===== src/rtl/vm_pkg.sv =====
// Shared vending-machine definitions: denomination values, one-hot order and
// payout FSM state encodings.
package vm_pkg;

  localparam int NUM_DENOM   = 5;
  localparam int AMT_W       = 8;
  localparam int STOCK_W_DEF = 4;

  // Bit order used everywhere: [4]=50 [3]=20 [2]=10 [1]=5 [0]=1
  localparam logic [2:0] ST_IDLE     = 3'd0;
  localparam logic [2:0] ST_SELECT   = 3'd1;
  localparam logic [2:0] ST_DISPENSE = 3'd2;
  localparam logic [2:0] ST_GAP      = 3'd3;
  localparam logic [2:0] ST_FINISH   = 3'd4;
  localparam logic [2:0] ST_FAIL     = 3'd5;

  function automatic logic [AMT_W-1:0] denom_value(input int idx);
    case (idx)
      0:       return 8'd1;
      1:       return 8'd5;
      2:       return 8'd10;
      3:       return 8'd20;
      4:       return 8'd50;
      default: return 8'd0;
    endcase
  endfunction

  function automatic logic [NUM_DENOM-1:0] denom_onehot(input int idx);
    return NUM_DENOM'(1) << idx;
  endfunction

endpackage


===== src/rtl/change_dispense_ctrl_if.sv =====
// Payout control/status bundle between the transaction logic and the change
// dispenser controller.
interface change_dispense_ctrl_if;
  import vm_pkg::*;

  logic                 start;
  logic [AMT_W-1:0]     change_amt;
  logic                 refill;
  // disp_req rises with disp_sel already stable and holds until disp_ack is
  // seen high on a clock edge; disp_ack in any other cycle is ignored.
  logic                 disp_ack;
  logic                 disp_req;
  logic [NUM_DENOM-1:0] disp_sel;
  logic                 busy;
  logic                 done;
  logic                 error;
  logic [AMT_W-1:0]     remaining;
  logic [NUM_DENOM-1:0] stock_empty;
  logic [2:0]           dbg_state;

  modport master (
    output start, change_amt, refill, disp_ack,
    input  disp_req, disp_sel, busy, done, error, remaining, stock_empty,
           dbg_state
  );

  modport slave (
    input  start, change_amt, refill, disp_ack,
    output disp_req, disp_sel, busy, done, error, remaining, stock_empty,
           dbg_state
  );
endinterface


===== src/rtl/denom_select.sv =====
// Greedy denomination picker: largest denomination not above the amount owed
// whose stock is not empty.
module denom_select
  import vm_pkg::*;
(
  input  logic [AMT_W-1:0]     i_remaining,
  input  logic [NUM_DENOM-1:0] i_stock_empty,
  output logic [NUM_DENOM-1:0] o_onehot,
  output logic [AMT_W-1:0]     o_value,
  output logic                 o_found
);

  always_comb begin
    o_onehot = '0;
    o_value  = '0;
    o_found  = 1'b0;
    for (int i = NUM_DENOM - 1; i >= 0; i--) begin
      if (!o_found && !i_stock_empty[i] && (denom_value(i) <= i_remaining)) begin
        o_onehot = denom_onehot(i);
        o_value  = denom_value(i);
        o_found  = 1'b1;
      end
    end
  end

endmodule


===== src/rtl/change_dispense_ctrl.sv =====
// Change payout sequencer: issues one note at a time over req/ack using greedy
// selection bounded by stock. Define CHANGE_TIMEOUT_EN to abort on a stuck ack.
module change_dispense_ctrl
  import vm_pkg::*;
#(
  parameter int INIT_STOCK  = 8,
  parameter int STOCK_W     = STOCK_W_DEF,
  parameter int GAP_CYCLES  = 4,
  parameter int ACK_TIMEOUT = 1000
) (
  input  logic                   sys_clk,
  input  logic                   sys_rst_n,
  change_dispense_ctrl_if.slave  bus
);

  // One counter serves both the inter-note gap and the ack timeout.
  localparam int CNT_MAX = (GAP_CYCLES > ACK_TIMEOUT) ? GAP_CYCLES : ACK_TIMEOUT;
  localparam int CNT_W   = $clog2(CNT_MAX + 1);

  logic [2:0]           r_state;
  logic [AMT_W-1:0]     r_remaining;
  logic [NUM_DENOM-1:0] r_sel;
  logic [AMT_W-1:0]     r_val;
  logic [CNT_W-1:0]     r_cnt;
  logic [STOCK_W-1:0]   r_stock [NUM_DENOM];

  logic [NUM_DENOM-1:0] w_empty;
  logic [NUM_DENOM-1:0] w_pick_oh;
  logic [AMT_W-1:0]     w_pick_val;
  logic                 w_found;

  always_comb begin
    w_empty = '0;
    for (int i = 0; i < NUM_DENOM; i++) begin
      w_empty[i] = (r_stock[i] == '0);
    end
  end

  denom_select u_denom_select (
    .i_remaining   (r_remaining),
    .i_stock_empty (w_empty),
    .o_onehot      (w_pick_oh),
    .o_value       (w_pick_val),
    .o_found       (w_found)
  );

  always_ff @(posedge sys_clk or negedge sys_rst_n) begin
    if (!sys_rst_n) begin
      r_state     <= ST_IDLE;
      r_remaining <= '0;
      r_sel       <= '0;
      r_val       <= '0;
      r_cnt       <= '0;
      for (int i = 0; i < NUM_DENOM; i++) begin
        r_stock[i] <= STOCK_W'(INIT_STOCK);
      end
    end else begin
      case (r_state)
        ST_IDLE: begin
          if (bus.start) begin
            r_remaining <= bus.change_amt;
            r_state     <= ST_SELECT;
          end
          if (bus.refill) begin
            for (int i = 0; i < NUM_DENOM; i++) begin
              r_stock[i] <= STOCK_W'(INIT_STOCK);
            end
          end
        end
        ST_SELECT: begin
          if (r_remaining == '0) begin
            r_state <= ST_FINISH;
          end else if (w_found) begin
            r_sel   <= w_pick_oh;
            r_val   <= w_pick_val;
            r_cnt   <= '0;
            r_state <= ST_DISPENSE;
          end else begin
            r_state <= ST_FAIL;
          end
        end
        ST_DISPENSE: begin
          if (bus.disp_ack) begin
            r_remaining <= r_remaining - r_val;
            for (int i = 0; i < NUM_DENOM; i++) begin
              if (r_sel[i] && (r_stock[i] != '0)) begin
                r_stock[i] <= r_stock[i] - STOCK_W'(1);
              end
            end
            r_sel   <= '0;
            r_cnt   <= '0;
            r_state <= ST_GAP;
          end
`ifdef CHANGE_TIMEOUT_EN
          // Abandon the note without touching stock or the amount owed.
          else if (r_cnt == CNT_W'(ACK_TIMEOUT - 1)) begin
            r_sel   <= '0;
            r_state <= ST_FAIL;
          end else begin
            r_cnt <= r_cnt + CNT_W'(1);
          end
`else
`endif
        end
        ST_GAP: begin
          if (r_cnt == CNT_W'(GAP_CYCLES - 1)) begin
            r_state <= ST_SELECT;
          end else begin
            r_cnt <= r_cnt + CNT_W'(1);
          end
        end
        ST_FINISH: r_state <= ST_IDLE;
        ST_FAIL:   r_state <= ST_IDLE;
        default:   r_state <= ST_IDLE;
      endcase
    end
  end

  assign bus.disp_req    = (r_state == ST_DISPENSE);
  assign bus.disp_sel    = r_sel;
  assign bus.busy        = (r_state == ST_SELECT) || (r_state == ST_DISPENSE) ||
                           (r_state == ST_GAP);
  assign bus.done        = (r_state == ST_FINISH);
  assign bus.error       = (r_state == ST_FAIL);
  assign bus.remaining   = r_remaining;
  assign bus.stock_empty = w_empty;
  assign bus.dbg_state   = r_state;

endmodule


===== src/flat_wrapper.sv =====
// flat-port wrapper written by rule: the top's interface ports become plain ports
module change_dispense_ctrl_flat import vm_pkg::*;
#(
  parameter int INIT_STOCK  = 8,
  parameter int STOCK_W     = STOCK_W_DEF,
  parameter int GAP_CYCLES  = 4,
  parameter int ACK_TIMEOUT = 1000
)
  (sys_clk, sys_rst_n, bus_start, bus_change_amt, bus_refill, bus_disp_ack, bus_disp_req, bus_disp_sel, bus_busy, bus_done, bus_error, bus_remaining, bus_stock_empty, bus_dbg_state);
  change_dispense_ctrl_if bus_i ();
  input  logic sys_clk;
  input  logic sys_rst_n;
  input wire logic [$bits(bus_i.start)-1:0] bus_start;
  input wire logic [$bits(bus_i.change_amt)-1:0] bus_change_amt;
  input wire logic [$bits(bus_i.refill)-1:0] bus_refill;
  input wire logic [$bits(bus_i.disp_ack)-1:0] bus_disp_ack;
  output wire logic [$bits(bus_i.disp_req)-1:0] bus_disp_req;
  output wire logic [$bits(bus_i.disp_sel)-1:0] bus_disp_sel;
  output wire logic [$bits(bus_i.busy)-1:0] bus_busy;
  output wire logic [$bits(bus_i.done)-1:0] bus_done;
  output wire logic [$bits(bus_i.error)-1:0] bus_error;
  output wire logic [$bits(bus_i.remaining)-1:0] bus_remaining;
  output wire logic [$bits(bus_i.stock_empty)-1:0] bus_stock_empty;
  output wire logic [$bits(bus_i.dbg_state)-1:0] bus_dbg_state;
  assign bus_i.start = bus_start;
  assign bus_i.change_amt = bus_change_amt;
  assign bus_i.refill = bus_refill;
  assign bus_i.disp_ack = bus_disp_ack;
  assign bus_disp_req = bus_i.disp_req;
  assign bus_disp_sel = bus_i.disp_sel;
  assign bus_busy = bus_i.busy;
  assign bus_done = bus_i.done;
  assign bus_error = bus_i.error;
  assign bus_remaining = bus_i.remaining;
  assign bus_stock_empty = bus_i.stock_empty;
  assign bus_dbg_state = bus_i.dbg_state;
  change_dispense_ctrl #(.INIT_STOCK(INIT_STOCK), .STOCK_W(STOCK_W), .GAP_CYCLES(GAP_CYCLES), .ACK_TIMEOUT(ACK_TIMEOUT)) u_core (.sys_clk(sys_clk), .sys_rst_n(sys_rst_n), .bus(bus_i));
endmodule

===== config.mk =====
export PLATFORM = sky130hd
export DESIGN_NAME = change_dispense_ctrl_flat
export DESIGN_NICKNAME = d
export VERILOG_FILES = /design/src/rtl/vm_pkg.sv /design/src/rtl/change_dispense_ctrl_if.sv /design/src/rtl/denom_select.sv /design/src/rtl/change_dispense_ctrl.sv /design/src/flat_wrapper.sv
export SDC_FILE = /design/constraint.sdc
export NUM_CORES = 1
export LEC_CHECK = 0
export CAP_MARGIN = 15
export CORE_AREA = 2 2 99 101
export CTS_CLUSTER_SIZE = 8
export DETAILED_ROUTE_END_ITERATION = 7
export DIE_AREA = 0 0 101 103
export SLEW_MARGIN = 40
export SYNTH_ARGS = -nofsm -noshare
export SYNTH_HDL_FRONTEND = slang
export SYNTH_SLANG_ARGS = --single-unit

===== constraint.sdc =====
create_clock -name sys_clk -period 3.06 [get_ports sys_clk]
set_input_delay 0.612 -clock sys_clk [delete_from_list [all_inputs] [get_ports sys_clk]]
set_output_delay 0.612 -clock sys_clk [all_outputs]
set_load 0.02 [all_outputs]

==> results of run 1 <==
==> kinds of logic after synthesis <==
family	after synthesis	share of synthesized area
adders and majority gates	19	0.0769
and+or+nand+nor	124	0.203
muxes	4	0.0134
AOI/OAI and AO/OA	101	0.220
buffers and inverters	42	0.0536
DFF	52	0.412
xor gates and xnor gates	8	0.0221
==> routing by layer <==
metal,global-route usage,vias up
met3,0.0312,10
met5,0,-
met4,0.0437,0
met2,0.251,41
li1,-,1339
met1,0.197,1295
==> through the flow <==
step	utilization	hold WS (ns)	power, uW
after floorplan	-	0.316	2310
after global placement	0.388	0.472	2810
after detailed placement	0.388	0.472	2850
after CTS	0.399	0.447	3290
after global routing	0.399	0.469	3550
final	0.399	0.397	3260
==> final cells by class <==
| class | count | area [sq um] |
|---|---|---|
| clock buffer | 5 | 68.8 |
| multi-input combinational | 256 | 1700 |
| fill | 942 | 5690 |
| tap | 114 | 143 |
| sequential | 52 | 1310 |
| inverter | 30 | 113 |
| clock inverter | 3 | 26.3 |
| timing repair buffer | 43 | 410 |
==> path summary, 6_finish.rpt <==
| check | end | from |
|---|---|---|
| max reg2reg | u_core.bus.disp_sel[3] | u_core.r_stock[16] |
| max in group asynchronous | u_core.r_cnt[8] | sys_rst_n |
| max | bus_stock_empty[2] | u_core.r_stock[8] |
| min | u_core.bus.remaining[6] | sys_rst_n |
| min in group sys_clk | u_core.r_val[2] | u_core.r_val[2] |
| min reg2reg | u_core.r_val[2] | u_core.r_val[2] |
==> sequential cells by signal, summed over array words and instances (netlist names) <==
name / count
u_core.bus.remaining: 8
u_core.r_val: 6
u_core.r_cnt: 10
u_core.bus.dbg_state: 3
u_core.bus.disp_sel: 5
u_core.r_stock: 20
==> power breakdown <==
| part | leakage, uW | internal, uW | switching (uW) |
|---|---|---|---|
| registers | 0.000651 | 935 | 282 |
| logic | 0.000941 | 726 | 891 |
| clock network | 0.0000491 | 169 | 258 |
==> cell usage after synthesis (3+ instances only) <==
library cell,count,area (sq um)
buf_2,4,20.0
xnor2_1,5,43.8
and3_1,5,31.3
nor4_1,4,25.0
ha_1,17,213
a31oi_1,10,62.6
xor2_1,3,26.3
o31ai_1,7,52.6
nor2_1,25,93.8
nand2_1,33,124
o21ai_1,7,35.0
nand4_1,3,18.8
o21a_1,5,37.5
o21ai_0,22,110
nor2b_1,6,37.5
or3_1,3,18.8
a21o_1,6,45.0
dfrtp_1,47,1180
nand3b_1,4,30.0
nand3_1,16,80.1
a31oi_2,4,50.1
clkbuf_1,5,18.8
inv_1,29,109
nor3_1,8,40.0
a21oi_1,19,95.1
dfstp_2,5,131
==> critical path, cell delays in order, from the launching register on <==
cell and delay [ns]:
dfrtp_1 0.42, inv_1 0.09, ha_1 0.14, nor3b_1 0.51, clkdlybuf4s50_1 0.72
==> results.cfg, run 1 <==
[outcome]
status = complete, no violations

[logic_synthesis]
synth_cell_types = 62
syn-mean-instance-area_sq_um = 9.07
synth_edf_count = 0
syn_area_sq_um = 3170
postSynthCellCount = 350
ys_seq_area_frac = 0.412
synthArstFlopShare = 1.00
synthFlopType = dfrtp_1
synth_seq_cells = 52
ys_warn_count = 0
synth_fp_nets = 381

[clocking]
clockBufferDepth = 2
cts.hold.buffers_added = 0
clock_latency_ns = 0.32
cts_resized = 0
clock-sinks = 52
cts_made_buffers = 5
clk_pin_slew_worst_paths_ns = 0.11
cts_tree = done
root_buffer = clkbuf_8
post_cts_buffers = 0
h-tree-depth = 2

[layout]
final_area_sq_um = 3770
layout_commonest_cell = dfrtp_1
areaGrowthSynthToFinish_pct = 18.8
layout.cells.non_filler = 503
final_cell_mix = dfrtp_1, clkdlybuf4s50_1, nand2_1
fin_nets = 419
antennaDiodeCount = 0
drive_above_1_share = 0.0925

[die]
die_h_um = 103
initial_core_util = 0.336
io_pins = 38
num_rows = 36
dieArea_sq_um = 10400
core_sq_um = 9460
die_x_um = 101

[critical_path]
path_class = reg2out
critPathArrivalTime_ns = 2.20
cp.required_ns = 2.45
cp-end-kind = output port
regToRegSetupSlack_ns = 0.64
ff2ff_path_depth = 8
critPathLaunchType = flip-flop
crit_fanout = 5

[hold_path]
hp-class = in2async

[power_and_ir_drop]
peakVddDrop_uv = 390
p_leak_uw = 0.00164
power_density_nw_per_um2 = 865

[drt]
vias = 2685
wl_per_cell_um = 14.8
drc_errors = 0
dr.first_iter.drc_count = 149
ant_nets = 0
dr_wl_met3_um = 284
viasPerCell = 5.34
m1WireLength_um = 3530
dr.pass1.iters = 4
highest_layer = met4
wl_um = 7440
wl_met2_um = 3480

[timing]
hold_viol_final = 0
finalSetupViolCount = 0
fin_worst_skew_ns = 0.0128
slew_headroom = 0.482
layout_min_cycle_time_ns = 2.82
fin_crit_sh = 0.920
slew_viol_final = 0
max_freq_mhz = 355
rsz0062_at_grt = false
fin_tns_setup_ns = 0
setup_ws_ns = 0.243
worstMarginPinSlew_ns = 0.775

[global_route]
grt_pass1_vias = 2652
grt_pass1_wl_um = 12600
antenna_found_initial = 0
grt_usage = 0.150
grt_max_degree = 53
grt_remaining_overflow = 0

[placement]
place_congestion = 0.831
port_buffers = 37
dp.cells = 495
dpl_cell_area_sq_um = 3670
dp_hpwl_um = 5530
pre_cts_ws_ns = 0.523

[flow_run]
max_cap_violations = 0
Power figures use the tool's default switching activity.
==> inputs of run 2 (changes only) <==
MAX_ROUTING_LAYER = met4   (was unset)
==> results.cfg, run 2 (synthesis gave the netlist of run 1 again) <==
[outcome]
status = complete, no violations

[critical_path]
regToRegSetupSlack_ns = 0.64
path_class = reg2out
critPathTopFamily = buffers and inverters
r2r_end = u_core.bus.disp_sel[3]
cp.required_ns = 2.45
reg2reg_from = u_core.r_stock[16]
crit_slowest_cell = clkdlybuf4s50_1
crit_fanout = 5
crit_chain = inv_1 > ha_1 > nor3b_1 > clkdlybuf4s50_1
critPathLaunchType = flip-flop
critPathArrivalTime_ns = 2.20
cp_slowest_stage_delay_ns = 0.72
cp-end-kind = output port
ff2ff_path_depth = 8
path_buf_inv = 2

[layout]
layout_commonest_cell = dfrtp_1
areaGrowthSynthToFinish_pct = 18.8
largest_reg_flops = 20
final_area_sq_um = 3770
nFillCells = 942
largest-register = u_core.r_stock
multi_input_area_sq_um = 1700
final_cell_mix = dfrtp_1, clkdlybuf4s50_1, nand2_1
drive_above_1_share = 0.0925
antennaDiodeCount = 0
register_area_sq_um = 1310
fin_nets = 419

[die]
io_pins = 38
die_h_um = 103
initial_core_util = 0.336
num_rows = 36
die_x_um = 101
dieArea_sq_um = 10400
core_sq_um = 9460

[timing]
worstMarginPinSlew_ns = 0.786
max_freq_mhz = 355
finalSetupViolCount = 0
rsz0062_at_grt = false
fin_tns_setup_ns = 0
slew_headroom = 0.474
hold_viol_final = 0
fin_worst_skew_ns = 0.0126
hold_slack_ns = 0.397
layout_min_cycle_time_ns = 2.82
fin_crit_sh = 0.920
slew_viol_final = 0

[power_and_ir_drop]
power_uw = 3260
power_density_nw_per_um2 = 865
p_leak_uw = 0.00164
peakVddDrop_uv = 389

[clocking]
clk_pin_slew_worst_paths_ns = 0.11
h-tree-depth = 2
clockBufferDepth = 2
cts.hold.buffers_added = 0
post_cts_buffers = 0
cts_resized = 0
cts_made_buffers = 5
root_buffer = clkbuf_8
clock_latency_ns = 0.32
clock-sinks = 52
cts_tree = done

[global_route]
grt_usage = 0.155
grt_remaining_overflow = 0
grt_pass1_wl_um = 12600
grt_pass1_vias = 2652
grt_max_degree = 53
antenna_found_initial = 0

[drt]
dr.first_iter.drc_count = 149
ant_nets = 0
vias = 2686
wl_per_cell_um = 14.8
drc_errors = 0
dr.pass1.iters = 4
viasPerCell = 5.34
wl_um = 7440

[placement]
dpl_cell_area_sq_um = 3670
dp_hpwl_um = 5530
port_buffers = 37
place_congestion = 0.843

[flow_run]
max_cap_violations = 0

[hold_path]
hp-class = in2async
run 2: cell counts in the layout (fill, tap and decap cells not counted):
No cell type changed its count.
run 2: worst reg2reg max path: stages, from the launching register on:
cell and delay, ns:
dfrtp_1 0.39, inv_1 0.10, ha_1 0.15, or3b_4 0.41, maj3_2 0.33, o21ai_2 0.22, and4_4 0.28, a211o_4 0.13
mux2_1 0.31
run 2: metal layers:
metal | vias up | share of wire | GRT usage
met5 | - | 0 | -
met4 | 0 | 0.018 | 0.0437
met3 | 10 | 0.034 | 0.0285
met2 | 41 | 0.47 | 0.251
met1 | 1297 | 0.48 | 0.199
li1 | 1338 | - | -
run 2: power by group:
group | switching (uW) | total, uW | internal (uW) | leakage, uW
Sequential | 282 | 1220 | 935 | 0.000651
Clock | 258 | 427 | 169 | 0.0000491
Combinational | 892 | 1620 | 726 | 0.000941
Total | 1430 | 3260 | 1830 | 0.00164
run 2: worst max path at each step:
stage                                  start                      to  slack (ns)  depth (start not counted)
after floorplan           u_core.r_stock[12]  u_core.bus.disp_sel[3]        0.72                          8
after global placement     u_core.r_stock[8]      bus_stock_empty[2]        0.56                          4
after detailed placement   u_core.r_stock[8]      bus_stock_empty[2]        0.52                          4
after CTS                  u_core.r_stock[8]      bus_stock_empty[2]        0.16                          4
after global routing       u_core.r_stock[8]      bus_stock_empty[2]        0.04                          4
final                      u_core.r_stock[8]      bus_stock_empty[2]        0.24                          4
run 2: through the flow:
step / cells / setup WS (ns) / utilization
final: 503 / 0.244 / 0.399
after floorplan: 350 / 0.716 / -
after CTS: 503 / 0.165 / 0.399
after global placement: 495 / 0.558 / 0.388
after detailed placement: 495 / 0.523 / 0.388
after global routing: 503 / 0.0384 / 0.399
run 2: final cells by class:
cell class	instances	area share
Tap cell	114	0.0378
Clock buffer	5	0.0183
Inverter	30	0.0299
Multi-Input combinational cell	256	0.451
Timing Repair Buffer	43	0.109
Clock inverter	3	0.00697
Sequential cell	52	0.347
